File: src/rtl/sd_stream_packer.sv
// Packs a byte stream into WORD_BYTES-wide words tagged round-robin by channel, buffered in a show-ahead FIFO.
// Latency: a completed word reaches the registered head one cycle after its last byte; no backpressure upstream, words dropped when full.
module sd_stream_packer #(
    parameter int WORD_BYTES = 4,
    parameter int BIG_ENDIAN = 1,
    parameter int FIFO_DEPTH = 16,
    parameter int NUM_CH     = 2,
    localparam int CH_W      = (NUM_CH > 1) ? $clog2(NUM_CH) : 1,
    localparam int DW        = 8 * WORD_BYTES,
    localparam int LW        = $clog2(FIFO_DEPTH) + 1
) (
    input  logic            clk,
    input  logic            rst,
    input  logic            in_valid,
    input  logic [7:0]      in_byte,
    input  logic            flush,
    output logic            out_valid,
    input  logic            out_ready,
    output logic [DW-1:0]   out_data,
    output logic [CH_W-1:0] out_ch,
    output logic            out_last,
    output logic [LW-1:0]   fifo_level,
    output logic            overflow,
    output logic [15:0]     drop_cnt
);

    localparam int KW = (WORD_BYTES > 1) ? $clog2(WORD_BYTES) : 1;
    localparam int AW = $clog2(FIFO_DEPTH);

    typedef struct packed {
        logic            last;
        logic [CH_W-1:0] ch;
        logic [DW-1:0]   data;
    } entry_t;

    function automatic int lane_lsb(input int lane);
        return (BIG_ENDIAN != 0) ? 8 * (WORD_BYTES - 1 - lane) : 8 * lane;
    endfunction

    // ---------------- byte packer ----------------
    logic [KW-1:0]   byte_idx;
    logic [CH_W-1:0] ch_cnt;
    logic [CH_W-1:0] ch_next;
    logic [DW-1:0]   acc;
    logic [DW-1:0]   word_cur;
    logic            word_done;
    logic            push_req;
    entry_t          push_ent;

    // acc keeps unfilled lanes at zero, so a flushed partial word is already padded
    always_comb begin
        word_cur = acc;
        if (in_valid) begin
            for (int l = 0; l < WORD_BYTES; l++) begin
                if (byte_idx == KW'(l)) begin
                    word_cur[lane_lsb(l) +: 8] = in_byte;
                end
            end
        end
    end

    assign word_done = in_valid && (byte_idx == KW'(WORD_BYTES - 1));
    assign push_req  = word_done || (flush && (in_valid || (byte_idx != '0)));
    assign ch_next   = (ch_cnt == CH_W'(NUM_CH - 1)) ? '0 : ch_cnt + 1'b1;
    assign push_ent  = '{last: flush, ch: ch_cnt, data: word_cur};

    always_ff @(posedge clk or posedge rst) begin
        if (rst) begin
            byte_idx <= '0;
            ch_cnt   <= '0;
            acc      <= '0;
        end else if (flush) begin
            byte_idx <= '0;
            ch_cnt   <= '0;
            acc      <= '0;
        end else if (in_valid) begin
            if (word_done) begin
                byte_idx <= '0;
                acc      <= '0;
                // advances even if the FIFO drops the word, so the I/Q phase survives overflow
                ch_cnt   <= ch_next;
            end else begin
                byte_idx <= byte_idx + 1'b1;
                acc      <= word_cur;
            end
        end
    end

    // ---------------- word FIFO with registered head ----------------
    entry_t        mem [FIFO_DEPTH];
    logic [AW:0]   wr_ptr;
    logic [AW:0]   rd_ptr;
    logic [AW:0]   rd_nxt;
    logic [AW:0]   wr_nxt;
    logic          pop;
    logic          full;
    logic          do_push;
    logic          drop;
    logic          head_vld_nxt;
    entry_t        head_src;

    assign fifo_level   = wr_ptr - rd_ptr;
    assign pop          = out_valid && out_ready;
    assign full         = (fifo_level == LW'(FIFO_DEPTH));
    assign do_push      = push_req && (!full || pop);
    assign drop         = push_req && !do_push;
    assign rd_nxt       = rd_ptr + {{AW{1'b0}}, pop};
    assign wr_nxt       = wr_ptr + {{AW{1'b0}}, do_push};
    assign head_vld_nxt = (wr_nxt != rd_nxt);

    // The incoming word bypasses memory when it becomes the head straight away
    always_comb begin
        if (do_push && (wr_ptr == rd_nxt)) begin
            head_src = push_ent;
        end else begin
            head_src = mem[rd_nxt[AW-1:0]];
        end
    end

    always_ff @(posedge clk) begin
        if (do_push) begin
            mem[wr_ptr[AW-1:0]] <= push_ent;
        end
    end

    always_ff @(posedge clk or posedge rst) begin
        if (rst) begin
            wr_ptr    <= '0;
            rd_ptr    <= '0;
            out_valid <= 1'b0;
            out_data  <= '0;
            out_ch    <= '0;
            out_last  <= 1'b0;
        end else begin
            wr_ptr    <= wr_nxt;
            rd_ptr    <= rd_nxt;
            out_valid <= head_vld_nxt;
            if (head_vld_nxt) begin
                out_data <= head_src.data;
                out_ch   <= head_src.ch;
                out_last <= head_src.last;
            end
        end
    end

    always_ff @(posedge clk or posedge rst) begin
        if (rst) begin
            overflow <= 1'b0;
            drop_cnt <= '0;
        end else if (drop) begin
            overflow <= 1'b1;
            if (drop_cnt != 16'hFFFF) begin
                drop_cnt <= drop_cnt + 16'd1;
            end
        end
    end

endmodule

File: config.mk
export PLATFORM = sky130hd
export DESIGN_NAME = sd_stream_packer
export DESIGN_NICKNAME = d
export VERILOG_FILES = /design/src/rtl/sd_stream_packer.sv
export SDC_FILE = /design/constraint.sdc
export NUM_CORES = 1
export LEC_CHECK = 0
export CORE_UTILIZATION = 57
export CTS_CLUSTER_DIAMETER = 40
export DETAILED_ROUTE_END_ITERATION = 6
export GPL_TIMING_DRIVEN = 0
export PLACE_DENSITY_LB_ADDON = 0.1
export SLEW_MARGIN = 20
export SYNTH_ARGS = -nofsm -noshare
export SYNTH_HDL_FRONTEND = slang
export SYNTH_SLANG_ARGS = --single-unit
File: constraint.sdc
create_clock -name clk -period 9.1 [get_ports clk]
set_input_delay 1.82 -clock clk [delete_from_list [all_inputs] [get_ports clk]]
set_output_delay 1.82 -clock clk [all_outputs]
set_load 0.02 [all_outputs]
Yosys cells after proc, flatten, opt, wreduce, memory -nomap -nowiden
Memory sizes are Yosys's and may differ from the RTL's.
Cells that the tools add are included.
W data, S select, Z words.
{"block": "word_totals", "register_bits": 97, "ram_bits": 544, "out_inout_bits": 57, "mem_count": 1}
{"block": "classes", "addsub": 6, "n_eq_ne": 7, "muxes": 18, "n_reduce_logical": 17}
{"memory": "mem", "words": 16, "width": 34, "rd": 1, "rd_ports_with_merged_regs": 0, "write_ports": 1, "line_no": "90", "rtl": "entry_t mem [FIFO_DEPTH];"}
{"op": "$mux W32", "count": 4}
{"op": "$mux W34", "count": 1}
{"op": "$mux W8", "count": 4}
{"op": "$add A16 B1 Y16 const B", "count": 1}
{"op": "$ne A16 B16 Y1 const B", "count": 1}
{"op": "$add A5 B1 Y5", "count": 2}
{"op": "$logic_and A1 B1 Y1", "count": 6}
{"op": "$mux W1", "count": 6}
{"op": "$mux W2", "count": 3}
{"op": "$reduce_bool A2 Y1", "count": 3}
{"op": "$eq A5 B5 Y1", "count": 1}
{"op": "$eq A5 B5 Y1 const B", "count": 1}
{"op": "$ne A5 B5 Y1", "count": 1}
{"op": "$sub A5 B5 Y5", "count": 1}
{"op": "$eq A2 B2 Y1 const B", "count": 2}
{"op": "$reduce_and A2 Y1", "count": 2}
{"op": "$logic_or A1 B1 Y1", "count": 3}
{"op": "$add A2 B1 Y2 const B", "count": 1}
{"op": "$eq A2 B1 Y1 const B", "count": 1}
{"op": "$logic_not A1 Y1", "count": 2}
{"op": "$logic_not A2 Y1", "count": 1}
{"op": "$add A1 B1 Y1 const B", "count": 1}

Depth between registers and ports, before layout
{"block": "depth", "word_depth": 8, "depth_mapped": 22, "mapped_depth_nobuf": 17}

Least setup slack after synthesis
Ideal clock, no wire load.
{"block": "synth_path", "path_kind": "input -> register", "start": "in in_valid", "end": "mem mem[0][0] (netlist name) (enable)", "setup_ns": 0.522, "arrival_time_ns": 6.231, "required_time_ns": 8.578, "slack_ns": 2.347, "path_stages": 6, "cell_sequence": "buf_2 > nand2_1 > nand2_1 > o31ai_4 > buf_2 > nor4b_1"}
{"block": "synth_between", "elab_chain_cells": 6}
{"element": "from (decl)", "line_no": "14", "rtl": "input logic in_valid,"}
{"element": "$logic_or A1 B1 Y1", "line_no": "63", "rtl": "assign push_req = word_done || (flush && (in_valid || (byte_idx != '0)));"}
{"element": "$logic_and A1 B1 Y1", "line_no": "63"}
{"element": "$logic_or A1 B1 Y1 (*)", "line_no": "63"}
{"element": "$logic_and A1 B1 Y1 (*)", "line_no": "105", "rtl": "assign do_push = push_req && (!full || pop);"}
{"element": "$mux W1 (*)", "line_no": "121", "rtl": "if (do_push) begin"}
{"element": "$mux W1 (implied by the code) (*)", "line_no": "122", "rtl": "mem[wr_ptr[AW-1:0]] <= push_ent;"}
{"element": "to (decl)", "line_no": "90"}
Every way passes the cells marked *; elsewhere a longest branch is shown, timed or not.

Worst setup path in the final report
{"block": "layout_path", "start": "in flush", "end": "reg out_data[0]"}
{"block": "layout_between", "elab_chain_cells": 5}
{"element": "from (decl)", "line_no": "16", "rtl": "input logic flush,"}
{"element": "$logic_and A1 B1 Y1 (*)", "line_no": "63"}
{"element": "$logic_or A1 B1 Y1 (*)", "line_no": "63"}
{"element": "$logic_and A1 B1 Y1 (*)", "line_no": "105"}
{"element": "$add A5 B1 Y5 or $logic_and A1 B1 Y1 (tied branches)", "line_no": "108, 113"}
{"element": "$ne A5 B5 Y1 or $mux W34 (tied branches)", "line_no": "109, 113"}
{"element": "to (signal assigned)", "line_no": "139", "rtl": "out_data <= head_src.data;"}
{"element": "to (decl)", "line_no": "19", "rtl": "output logic [DW-1:0] out_data,"}
Marks and branches as above.
A chain may end at the register's enable or synchronous reset.

==> Implementation_results.wiki <==
{| class="wikitable"
! Metric !! Value
|-
| Clock root buffer || clkbuf_16
|-
| Worst hold stages || 1
|-
| Worst endpoint data arrival time || 6.47 ns
|-
| Class of the tightest hold or removal check || reg2reg
|-
| Max rail drop VDD || 0.000279 V
|-
| Synth unique cells || 46
|-
| Post-route DRC violation count || 0
|-
| Critical path data required time || 9.61 ns
|-
| Setup repair bufs after CTS || 0
|-
| Overall routed net length || 62.9 mm
|-
| Number of clock sinks seen by CTS || 641
|-
| Element type at the critical path start || input pin
|-
| Proportion of layout cells with a drive suffix above 1 || approximately a third
|-
| Total cell area at the placement stage || 27,800 um^2
|-
| Destination of the worst register-to-register timing path || out_data[0]
|-
| Die area || 45,600 um^2
|-
| RSZ-0062 raised after global routing || false
|-
| Result of the run || finished, final reports clean
|-
| Number of input and output port buffers inserted || 68
|-
| Power, Total || 0.0111 W
|-
| Number of top-level design ports || 70
|-
| Standard-cell rows || 77
|-
| Flop-to-flop setup slack || 3.33 ns
|-
| Gpl congestion || 0.781
|-
| CTS tree || built
|-
| Number of synthesized register bits || 641
|-
| Area taken by multi-input logic gates || 6400 um^2
|-
| Final slew viol count || 0
|-
| Hold Crit Endpoint || overflow
|-
| Number of global-route vias before repair || 13,900
|-
| Count of antenna diodes in the layout || 0
|-
| Avg Synthesized Cell Area || 20.0 um^2
|-
| Power per unit of standard cell area || 361 nW/um^2
|-
| Antenna violations before repair || 1
|-
| Synth async-reset ratio || 15.1%
|-
| Routed length per instance || 28.5 um
|-
| Most common flop cell mapped by yosys || edfxtp_1
|-
| Highest clock frequency the design can meet || 168 MHz
|-
| Setup skew after layout || 0.0296 ns
|-
| Sequential-to-total area share from yosys stat || 73.5%
|-
| Final period demand of the worst path || 5.96 ns
|-
| Critical path class || in2reg
|-
| Syn_nets || 1,306
|-
| Final worst path period share || 65.5%
|-
| Number of buffers inserted for hold repair after clock tree synthesis || 0
|-
| Measured slew at the worst slew-check pin || 1.03 ns
|-
| Setup tns final || 0 ns
|-
| Post-layout instance area || 30,600 um^2
|-
| Horizontal extent of the die || ~210 um
|-
| Starting density of the core || 57.7%
|-
| Number of synthesized flops with an enable pin || between 500 and 600
|-
| Floorplan die height || approximately 210 um
|-
| Buffer levels on the longest clock path || 3
|-
| Post-CTS clock slew at the launch and capture registers of the worst setup and hold paths || 0.06 ns
|-
| Layout overhead on the synthesized area || 20.0%
|-
| Relative slew margins || between 30% and 40%
|-
| Final setup vio count || 0
|-
| Routed vias || ~14,000
|-
| Final net count || 1,567
|-
| Startpoint of the worst-slack reg-to-reg timing path || wr_ptr[0]
|-
| All-layer global routing usage || 28.7%
|-
| First-pass iteration count of the detailed router || 5
|-
| Critical path peak fanout || 18
|-
| Dpl hpwl || ~42 mm
|-
| Wire length of the first global-routing pass || 91.4 mm
|-
| Number of buffers inserted during clock tree synthesis || 82
|-
| Skew-Pair Late Insertion Delay || 0.63 ns
|-
| Number of DRC violations after detailed-routing iteration 0 || 1,633
|-
| Core region area || 44,200 um^2
|-
| Netlist area before placement || 25,500 um^2
|-
| Post-route antenna net violation count || 0
|-
| Sequential standard cell area || 18,800 um^2
|-
| Final hold vios || 0
|-
| Synthesis warning total || 0
|-
| Post-synthesis instance total || 1,279
|-
| Hold wc startpoint || overflow
|-
| H-tree level count || 3
|-
| Number of cells upsized or downsized after cts || 0
|-
| Cells on worst reg2reg path || 20
|-
| Filler instances || 2,836
|-
| CP Capture Type || register
|-
| Via density per instance || 6.24
|-
| Maxcap violations || 0
|-
| Leak || about 11 nW
|-
| GRT overflow || 0
|-
| Pin count of the biggest net entering global routing || 56
|}
-- report_power, final --
group,switching [W],internal [W]
combinational,0.00219,0.00194
clock,0.00130,0.00199
sequential,0.000133,0.00351
total,0.00363,0.00744
-- Yosys cell counts (4+ instances only) --
library cell / n / area (um^2)
clkbuf_1: 28 / 105
and3_1: 8 / 50.1
nand2_1: 48 / 180
o31ai_1: 31 / 233
mux4_2: 167 / 3760
buf_6: 4 / 45.0
o21ai_0: 4 / 20.0
inv_1: 17 / 63.8
and2_1: 10 / 62.6
nor4_1: 7 / 43.8
xor2_1: 13 / 114
dfrtp_1: 97 / 2430
buf_2: 39 / 195
nor3_1: 44 / 220
mux2_2: 35 / 394
nand4_1: 7 / 43.8
edfxtp_1: 544 / 16300
ha_1: 13 / 163
nor2_1: 32 / 120
a22oi_1: 24 / 180
nand2b_1: 5 / 31.3
xnor2_1: 19 / 166
nand3_1: 13 / 65.1
mux2i_1: 5 / 50.1
a21oi_1: 38 / 190
-- through the flow --
stage          worst slack, ns  std cells  utilization (%)  hold WS (ns)
2_1_floorplan             2.35       1279                -         0.447
3_3_place_gp             -3.52       1939             60.9         0.453
3_5_place_dp              2.59       2048             62.9         0.453
4_1_cts                   3.19       2202             69.3         0.467
5_1_grt                   2.92       2202             69.3         0.487
6_report                  3.14       2202             69.3         0.467
-- worst max path at each step --
stage | startpoint | endpoint | slack (ns)
3_5_place_dp | flush | out_data[0] | 2.59
2_1_floorplan | in_valid | mem[0][0] | 2.35
4_1_cts | flush | out_data[0] | 3.19
6_report | flush | out_data[0] | 3.14
5_1_grt | flush | out_data[9] | 2.92
3_3_place_gp | flush | mem[0][12] | -3.52
-- registers in the layout (all words and copies together), names as in the netlist, 2 cells and up --
name and cells:
wr_ptr 5, byte_idx 2, drop_cnt 16, out_data 32
rd_ptr 5, acc 32, mem 544
-- kinds of logic (layout without fill, tap and decap cells) --
family	count (synthesis)	after routing	share of synthesized area, %
and+or+nand+nor	181	181	3.47
adders and majority gates	14	14	0.716
muxes	208	208	16.5
AOI/OAI and AO/OA	107	107	2.79
buffers and inverters	94	425	1.72
DFF	641	641	73.5
xor gates and xnor gates	34	34	1.23
-- worst max-delay path: stages --
cell             delay (ns)
clkdlybuf4s50_1        0.89
o21ai_0                0.32
nand2_1                0.30
o31ai_4                0.22
inv_2                  0.24
buf_2                  0.36
ha_1                   0.25
ha_1                   0.21
nand3_1                0.10
xor2_1                 0.23
xnor2_1                0.16
and3_1                 0.19
clkbuf_1               0.21
buf_2                  0.33
buf_2                  0.42
nand2_1                0.12
o31ai_1                0.08
-- final cells by class --
cell class / instances / share of cell area (%)
clock buffer: 95 / 7.03
multi-input combinational: 544 / 20.9
timing repair buffer: 177 / 4.78
buffer: 75 / 1.20
clock inverter: 59 / 2.15
tap: 592 / 2.42
inverter: 19 / 0.249
sequential: 641 / 61.3
-- placed cells by master, fill, tap and decap left out, drive strengths merged, types with 5 or more instances in the layout --
cell	count
a22oi	24
a21oi	38
nand3	13
nor3	44
nand2b	5
mux2	36
ha	13
clkbuf	123
mux2i	5
clkdlybuf4s50	68
clkinv	23
nor4	7
and2	11
nand4	7
bufinv	9
xor2	14
dfrtp	97
clkinvlp	13
inv	33
edfxtp	544
and3	8
buf	156
xnor2	20
o31ai	32
mux4	167
nor2	32
nand2	48
-- metal layers --
| layer | global-route usage [%] | part of all wire [%] |
|---|---|---|
| met1 | 41.1 | 42 |
| met2 | 45.4 | 49 |
| met3 | 6.27 | 7.5 |
| met4 | 7.81 | 2.1 |
| met5 | 0 | 0 |
No activity file was read; power rests on OpenSTA's default activity.
